File: config.mk
export PLATFORM = sky130hd
export DESIGN_NAME = fetch_stage
export DESIGN_NICKNAME = d
export VERILOG_FILES = /design/src/rtl/core_pkg.sv /design/src/rtl/if_id_reg.sv /design/src/rtl/fetch_stage.sv
export SDC_FILE = /design/constraint.sdc
export NUM_CORES = 1
export LEC_CHECK = 0
export BUFFER_PORTS_ARGS = -buffer_cell sky130_fd_sc_hd__buf_2
export CELL_PAD_IN_SITES_DETAIL_PLACEMENT = 0
export CELL_PAD_IN_SITES_GLOBAL_PLACEMENT = 1
export CORE_MARGIN = 5
export CORE_UTILIZATION = 40
export CTS_CLUSTER_SIZE = 25
export DETAILED_ROUTE_END_ITERATION = 10
export GPL_ROUTABILITY_DRIVEN = 0
export PLACE_DENSITY = 0.8
export SETUP_SLACK_MARGIN = 0.4
export SYNTH_ARGS = -nofsm -noshare
export SYNTH_HDL_FRONTEND = slang
export SYNTH_SLANG_ARGS = --single-unit
File: constraint.sdc
create_clock -name clk -period 3.1 [get_ports clk]
set_clock_uncertainty 0.05 [all_clocks]
set_input_delay 0.93 -clock clk [delete_from_list [all_inputs] [get_ports clk]]
set_output_delay 0.93 -clock clk [all_outputs]
set_load 0.05 [all_outputs]
File: src/rtl/core_pkg.sv
// Shared core definitions for the fetch front end.
// This package holds the reset and NOP constants, the fetch FSM states and the IF/ID payload.
package core_pkg;

    localparam logic [31:0] RESET_PC  = 32'h0000_0000;
    localparam logic [31:0] NOP_INSTR = 32'h0000_0013;

    typedef enum logic [1:0] {
        FETCH = 2'd0,
        HOLD  = 2'd1,
        DRAIN = 2'd2
    } fetch_state_t;

    typedef struct packed {
        logic [31:0] pc;
        logic [31:0] instr;
        logic        valid;
    } if_id_t;

endpackage

File: src/rtl/if_id_reg.sv
// IF/ID pipeline register with a write enable and a synchronous flush.
// Reset and flush both load NOP. Flush keeps the held PC and takes priority over the enable.
module if_id_reg
    import core_pkg::*;
#(
    parameter logic [31:0] NOP_INSTR = core_pkg::NOP_INSTR
) (
    input  logic   clk,
    input  logic   rst_n,
    input  logic   i_en,
    input  logic   i_flush,
    input  if_id_t i_d,
    output if_id_t o_q
);

    if_id_t r_q;

    always_ff @(posedge clk) begin
        if (!rst_n) begin
            r_q.pc    <= 32'h0;
            r_q.instr <= NOP_INSTR;
            r_q.valid <= 1'b0;
        end else if (i_flush) begin
            r_q.instr <= NOP_INSTR;
            r_q.valid <= 1'b0;
        end else if (i_en) begin
            r_q <= i_d;
        end
    end

    assign o_q = r_q;

endmodule

File: src/rtl/fetch_stage.sv
// Instruction-fetch front end: PC, imem request/ready handshake, hold buffer and redirect drain.
// The IF/ID register sits in if_id_reg. The FSM, PC, buffer and pending PC live here.
module fetch_stage
    import core_pkg::*;
#(
    parameter logic [31:0] RESET_PC  = core_pkg::RESET_PC,
    parameter logic [31:0] NOP_INSTR = core_pkg::NOP_INSTR
) (
    input  logic        clk,
    input  logic        rst_n,
    input  logic        pc_write,
    input  logic        if_id_write,
    input  logic        branch_taken,
    input  logic [31:0] branch_target,
    output logic        imem_req,
    output logic [31:0] imem_addr,
    input  logic        imem_ready,
    input  logic [31:0] imem_rdata,
    output logic [31:0] if_id_pc,
    output logic [31:0] if_id_instr,
    output logic        if_id_valid
);

    fetch_state_t r_state, w_state_nxt;
    logic [31:0]  r_pc, w_pc_nxt;
    logic [31:0]  r_buf, w_buf_nxt;
    logic [31:0]  r_pend_pc, w_pend_nxt;
    logic         w_ifid_en, w_flush;
    if_id_t       w_ifid_d, w_ifid_q;

    always_ff @(posedge clk) begin
        if (!rst_n) begin
            r_state   <= FETCH;
            r_pc      <= RESET_PC;
            r_buf     <= 32'h0;
            r_pend_pc <= 32'h0;
        end else begin
            r_state   <= w_state_nxt;
            r_pc      <= w_pc_nxt;
            r_buf     <= w_buf_nxt;
            r_pend_pc <= w_pend_nxt;
        end
    end

    always_comb begin
        w_state_nxt = r_state;
        w_pc_nxt    = r_pc;
        w_buf_nxt   = r_buf;
        w_pend_nxt  = r_pend_pc;
        w_ifid_en   = 1'b0;
        w_flush     = 1'b0;
        w_ifid_d    = w_ifid_q;
        case (r_state)
            FETCH: begin
                if (imem_ready) begin
                    if (branch_taken) begin
                        w_pc_nxt = branch_target;
                        w_flush  = 1'b1;
                    end else if (if_id_write) begin
                        w_ifid_en = 1'b1;
                        w_ifid_d  = '{pc: r_pc, instr: imem_rdata, valid: 1'b1};
                        if (pc_write) w_pc_nxt = r_pc + 32'd4;
                    end else begin
                        w_buf_nxt   = imem_rdata;
                        w_state_nxt = HOLD;
                    end
                end else begin
                    if (branch_taken) begin
                        w_pend_nxt  = branch_target;
                        w_flush     = 1'b1;
                        w_state_nxt = DRAIN;
                    end else if (if_id_write) begin
                        // wait-state bubble: only the valid bit drops
                        w_ifid_en      = 1'b1;
                        w_ifid_d.valid = 1'b0;
                    end
                end
            end
            HOLD: begin
                if (branch_taken) begin
                    w_pc_nxt    = branch_target;
                    w_flush     = 1'b1;
                    w_state_nxt = FETCH;
                end else if (if_id_write) begin
                    w_ifid_en   = 1'b1;
                    w_ifid_d    = '{pc: r_pc, instr: r_buf, valid: 1'b1};
                    w_pc_nxt    = r_pc + 32'd4;
                    w_state_nxt = FETCH;
                end
            end
            DRAIN: begin
                // the old request is still on the bus at r_pc; a newer redirect replaces the pending target
                w_flush = 1'b1;
                if (branch_taken) w_pend_nxt = branch_target;
                if (imem_ready) begin
                    w_pc_nxt    = branch_taken ? branch_target : r_pend_pc;
                    w_state_nxt = FETCH;
                end
            end
            default: w_state_nxt = FETCH;
        endcase
    end

    if_id_reg #(.NOP_INSTR(NOP_INSTR)) u_if_id (
        .clk     (clk),
        .rst_n   (rst_n),
        .i_en    (w_ifid_en),
        .i_flush (w_flush),
        .i_d     (w_ifid_d),
        .o_q     (w_ifid_q)
    );

    assign imem_req    = rst_n && (r_state != HOLD);
    assign imem_addr   = r_pc;
    assign if_id_pc    = w_ifid_q.pc;
    assign if_id_instr = w_ifid_q.instr;
    assign if_id_valid = w_ifid_q.valid;

endmodule
**After elaboration in Yosys (flattened, before gate mapping)**

Cells that the tools add are included.

- Register bits after elaboration: 163
- Word-level logic and storage cells: 75
- Output and inout port bits: 98
- Input bits: 70

- Multiplexer cells: 33
- Add/subtract/negate cells: 1
- Bitwise logic cells: 4
- Equal/unequal tests: 16
- Reduce and logical (&&, ||, !) cells: 14

Operator list:

| operator | number |
|---|---|
| $mux 32 | 9 |
| $mux 65 | 4 |
| $pmux 65 s2 | 1 |
| $pmux 32 s3 | 1 |
| $mux 64 | 1 |
| $pmux 32 s2 | 1 |
| $add 32x3->32 const B | 1 |
| $ne 3x3->1 const B | 6 |
| $mux 2 | 7 |
| $ne 2x2->1 const B | 7 |
| $reduce_and 6->1 | 2 |
| $reduce_and 8->1 | 1 |
| $mux 1 | 7 |
| $reduce_and 7->1 | 1 |
| $pmux 2 s3 | 1 |
| $reduce_and 5->1 | 1 |
| $not 1->1 | 4 |
| $reduce_and 4->1 | 1 |
| $reduce_bool 2->1 | 2 |
| $reduce_or 2->1 | 2 |
| $reduce_bool 3->1 | 1 |
| $eq 2x1->1 const B | 1 |
| $eq 2x2->1 const B | 1 |
| $logic_not 2->1 | 1 |
| 4 further kinds | 4 |

**Depth between registers and ports, before layout**

- Depth in word-level cells: 6
- Depth in mapped cells: 8
- Depth with buffers taken out: 6

**Cells and area by module**

A second synthesis with hierarchy kept.

- Cell total of the unflattened synthesis: 1011
- Area total of the unflattened synthesis: 8255.4 um2

By module, submodules not included:

| module | times used | cells each | sequential area each (um2) | area each (um2) |
|---|---|---|---|---|
| fetch_stage | 1 | 763 | 1961.9 | 5789.3 |
| if_id_reg | 1 | 248 | 1301.2 | 2466.1 |

**Worst setup path before layout**

No wires, ideal clock.

- Path kind: input -> output
- From: input port rst_n
- To: output port imem_req
- Arrival time: 2.164 ns
- Path buffers: 3
- Data required time: 2.120 ns
- Slack: -0.044 ns
- Stages: 4
- Cells stage by stage: clkbuf_1 clkbuf_1 clkbuf_1 and2_1

- Word-level cells in the longest chain between the ends: 1

RTL lines:

| item | line | RTL |
|---|---|---|
| from (decl) | fetch_stage.sv:10 | `input logic rst_n,` |
| $logic_and 1x1->1 | fetch_stage.sv:113 | `assign imem_req = rst_n && (r_state != HOLD);` |
| to (decl) | fetch_stage.sv:15 | `output logic imem_req,` |

No other way between the ends.

**Worst setup path after layout**

- From: register r_state[1]
- To: output port imem_req

- Word-level cells in the longest chain between the ends: 2

RTL lines:

| item | line | RTL |
|---|---|---|
| from (decl) | fetch_stage.sv:24 | `fetch_state_t r_state, w_state_nxt;` |
| from (signal assigned) | fetch_stage.sv:38 | `r_state <= w_state_nxt;` |
| $ne 2x1->1 | fetch_stage.sv:113 |  |
| $logic_and 1x1->1 | fetch_stage.sv:113 |  |

No other way between the ends.

==> qor.csv <==
stage;metric;value;unit
sta;worst_pin_slew;0.815;ns
global_routing;grt_pass1_vias;6326;
clocking;cts_max_level;4;
global_routing;antenna_found_initial;2;
final_layout;area_delta_synth_final;18.8;%
route;wl_per_cell;16.4;um
yosys;syn_area;7700;um^2
sta;setup_viol;0;
critical_path;regToRegStartpoint;r_state[0];
sta;max_freq;395;MHz
clocking;cts_setup_buffers;0;
floorplanning;placementRows;50;
yosys;yosysSeqAreaShare;42.4;%
yosys;avgSynthCellArea;8.27;um^2
clocking;cts_root_buf;clkbuf_16;
global_routing;grt_overflow_total;0;
hold_path;hold_class;reg -> reg;
sta;hold_slack;0.400;ns
floorplanning;die_h;149;um
yosys;ys_ff_latch;163;
clocking;ctsResizeCount;0;
floorplanning;die_w;149;um
yosys;synthDominantCellAreaShare;42.4;%
critical_path;rrSetupSlack;1.05;ns
final_layout;nets;1109;
clocking;insertion_delay;0.42;ns
route;dr.pass1.iters;5;
yosys;yosys.area.top_type;dfxtp_1;
floorplanning;die_area;22100;um^2
critical_path;slowest_delay;0.53;ns
global_routing;grt_start_max_net_pins;90;
final_layout;layout-drive-gt1-share;22.8;%
clocking;clk_pin_slew;0.07;ns
power_and_ir_drop;p_leak;0.00385;uW
global_routing;grt_pass1_wl;34.5;mm
flow_run;maxCapViolations;0;
power_and_ir_drop;peakVddDrop;0.000383;V
sta;min_period;2.53;ns
critical_path;path_delay_family;flip-flops;
critical_path;worstPathArrival;1.55;ns
floorplanning;core;18800;um^2
sta;timing.final.crit_share;81.7;%
clocking;holdBufCountCts;0;
critical_path;crit_slowest_cell;dfxtp_1;
floorplanning;initial_core_util;40.9;%
clocking;cts.sinks;163;
critical_path;crit_buf_inv;1;
clocking;cts_buffers;17;
critical_path;cp-end-kind;primary output;
hold_path;hold_depth;2;
critical_path;crit_chain;nand2b_2 > and2_4 > buf_2;
placed_design;port-buffer-count;167;
sta;rsz0062_at_grt;no;
critical_path;reg2reg_to;imem_addr[23];
yosys;ys_warn_count;0;
floorplanning;io_pins;168;
yosys;synthTopCellsByArea;dfxtp_1 42%, nand2_1 12%, a21boi_1 5.5%;
critical_path;rr_worst_depth;6;
sta;maxSlewViolCount;0;
critical_path;worstSetupStartpointType;register;
global_routing;grt.total_usage;19.4;%
route;vias;6712;
sta;setup_tns;0;ns
yosys;netlist_instances;931;
power_and_ir_drop;pwr_density_cell;555;nW/um^2
route;via_per_inst;5.12;
yosys;synth.distinct_cells;54;
route;postRouteAntennaNets;0;
critical_path;worstPathRequired;2.12;ns
status;status;finished clean;
route;post-route-drc-count;0;
sta;finalHoldViolations;0;
route;drt-total-wl;21.4;mm
hold_path;hold_path.startpoint;r_buf[16];
clocking;clock_path_buffers;2;
route;drt_iter0_markers;489;
hold_path;min_to;r_buf[16];
clocking;cts_tree;done;
yosys;syn-num-nets;1002;
sta;max_slew_margin;45.7;%
placed_design;dp_hpwl;14.8;mm
critical_path;path_max_fanout;9;
power_and_ir_drop;power.total;5080;uW
critical_path;worstSetupPathType;reg -> out;
flip-flops by register name, indices dropped and copies added, names as in the netlist:
name and cells:
imem_addr 32, r_pend_pc 32, r_state 2, u_if_id.o_q 65, r_buf 32
worst register-to-register path, stage by stage, from the launching register on:
cell and delay, ns:
dfxtp_1 0.56, o21ai_1 0.17, a221o_1 0.47, buf_4 0.23, a221o_1 0.28, o211ai_1 0.10
nand3_1 0.08
placed cells by master (no fill, tap or decap), drive strengths merged, types with 10 or more instances in the layout:
cell and count:
clkbuf 17, a21oi 16, o21ai 44, nand2 237, dfxtp 163, buf 192
a221o 10, a21boi 106, a211oi 31, mux2i 41, o211ai 12, nor2 55
nand3 13, nand4 11
kinds of logic after synthesis:
family,after synthesis,share of synthesized area [%]
adders and majority gates,1,0.162
DFF,163,42.4
buffers and inverters,105,7.12
AOI/OAI and AO/OA,248,22.7
muxes,41,5.33
and+or+nand+nor,373,22.3
cell type report:
cell class / instances / area, um^2
Sequential cell: 163 / 3260
Fill cell: 1911 / 9680
Timing Repair Buffer: 192 / 1050
Clock buffer: 17 / 425
Clock inverter: 14 / 166
Antenna cell: 1 / 2.50
Multi-Input combinational cell: 663 / 3910
Inverter: 1 / 3.75
Tap cell: 260 / 325
report_power, final:
part / switching, uW / internal (uW)
Clock: 931 / 1210
Sequential: 87.7 / 2180
Combinational: 455 / 220
Total: 1470 / 3610
stage by stage:
| step | area, um^2 | std cells | worst slack, ns | util (%) |
|---|---|---|---|---|
| after floorplan | 7710 | 931 | 0.408 | - |
| after global placement | 8550 | 1279 | 0.568 | 45.4 |
| after detailed placement | 8550 | 1279 | 0.501 | 45.4 |
| after CTS | 9150 | 1310 | 0.532 | 48.6 |
| after global routing | 9150 | 1311 | 0.485 | 48.6 |
| final | 9150 | 1311 | 0.566 | 48.6 |
routing by layer:
metal  global-route usage [%]  routed length [um]  vias up
met5                        0                  11        -
met4                     5.95                 277        2
met3                     4.62                1410       18
met2                     29.6                9420      184
met1                     27.3               10300     3072
li1                         -                   -     3436
cell usage after synthesis (all sizes together):
cell type	number
a221oi	1
or2	1
and2	7
o31a	4
o2111ai	2
and4	8
o211ai	12
nand3	13
buf	58
nor4b	1
nand3b	1
o221a	1
nand4	11
a211oi	31
nor2b	4
nand2	237
a22oi	2
nor2	55
nor4bb	1
a211o	6
a41oi	1
inv	1
or4	1
a21oi	16
a32oi	1
a221o	10
and3b	2
nor3b	8
mux2i	41
nor4	6
nor3	7
clkbuf	46
nand2b	7
a31oi	6
ha	1
o211a	1
and3	3
dfxtp	163
a21boi	106
o21ai	44
o21a	2
o22ai	2
worst max path at each step:
stage	startpoint	end	depth (start not counted)
2_1_floorplan	rst_n	imem_req	4
3_3_place_gp	rst_n	u_if_id.o_q[2]	5
3_5_place_dp	rst_n	u_if_id.o_q[2]	5
6_report	r_state[1]	imem_req	3
5_1_grt	r_state[1]	imem_req	3
4_1_cts	r_state[1]	imem_req	3
Power figures use the tool's default switching activity.
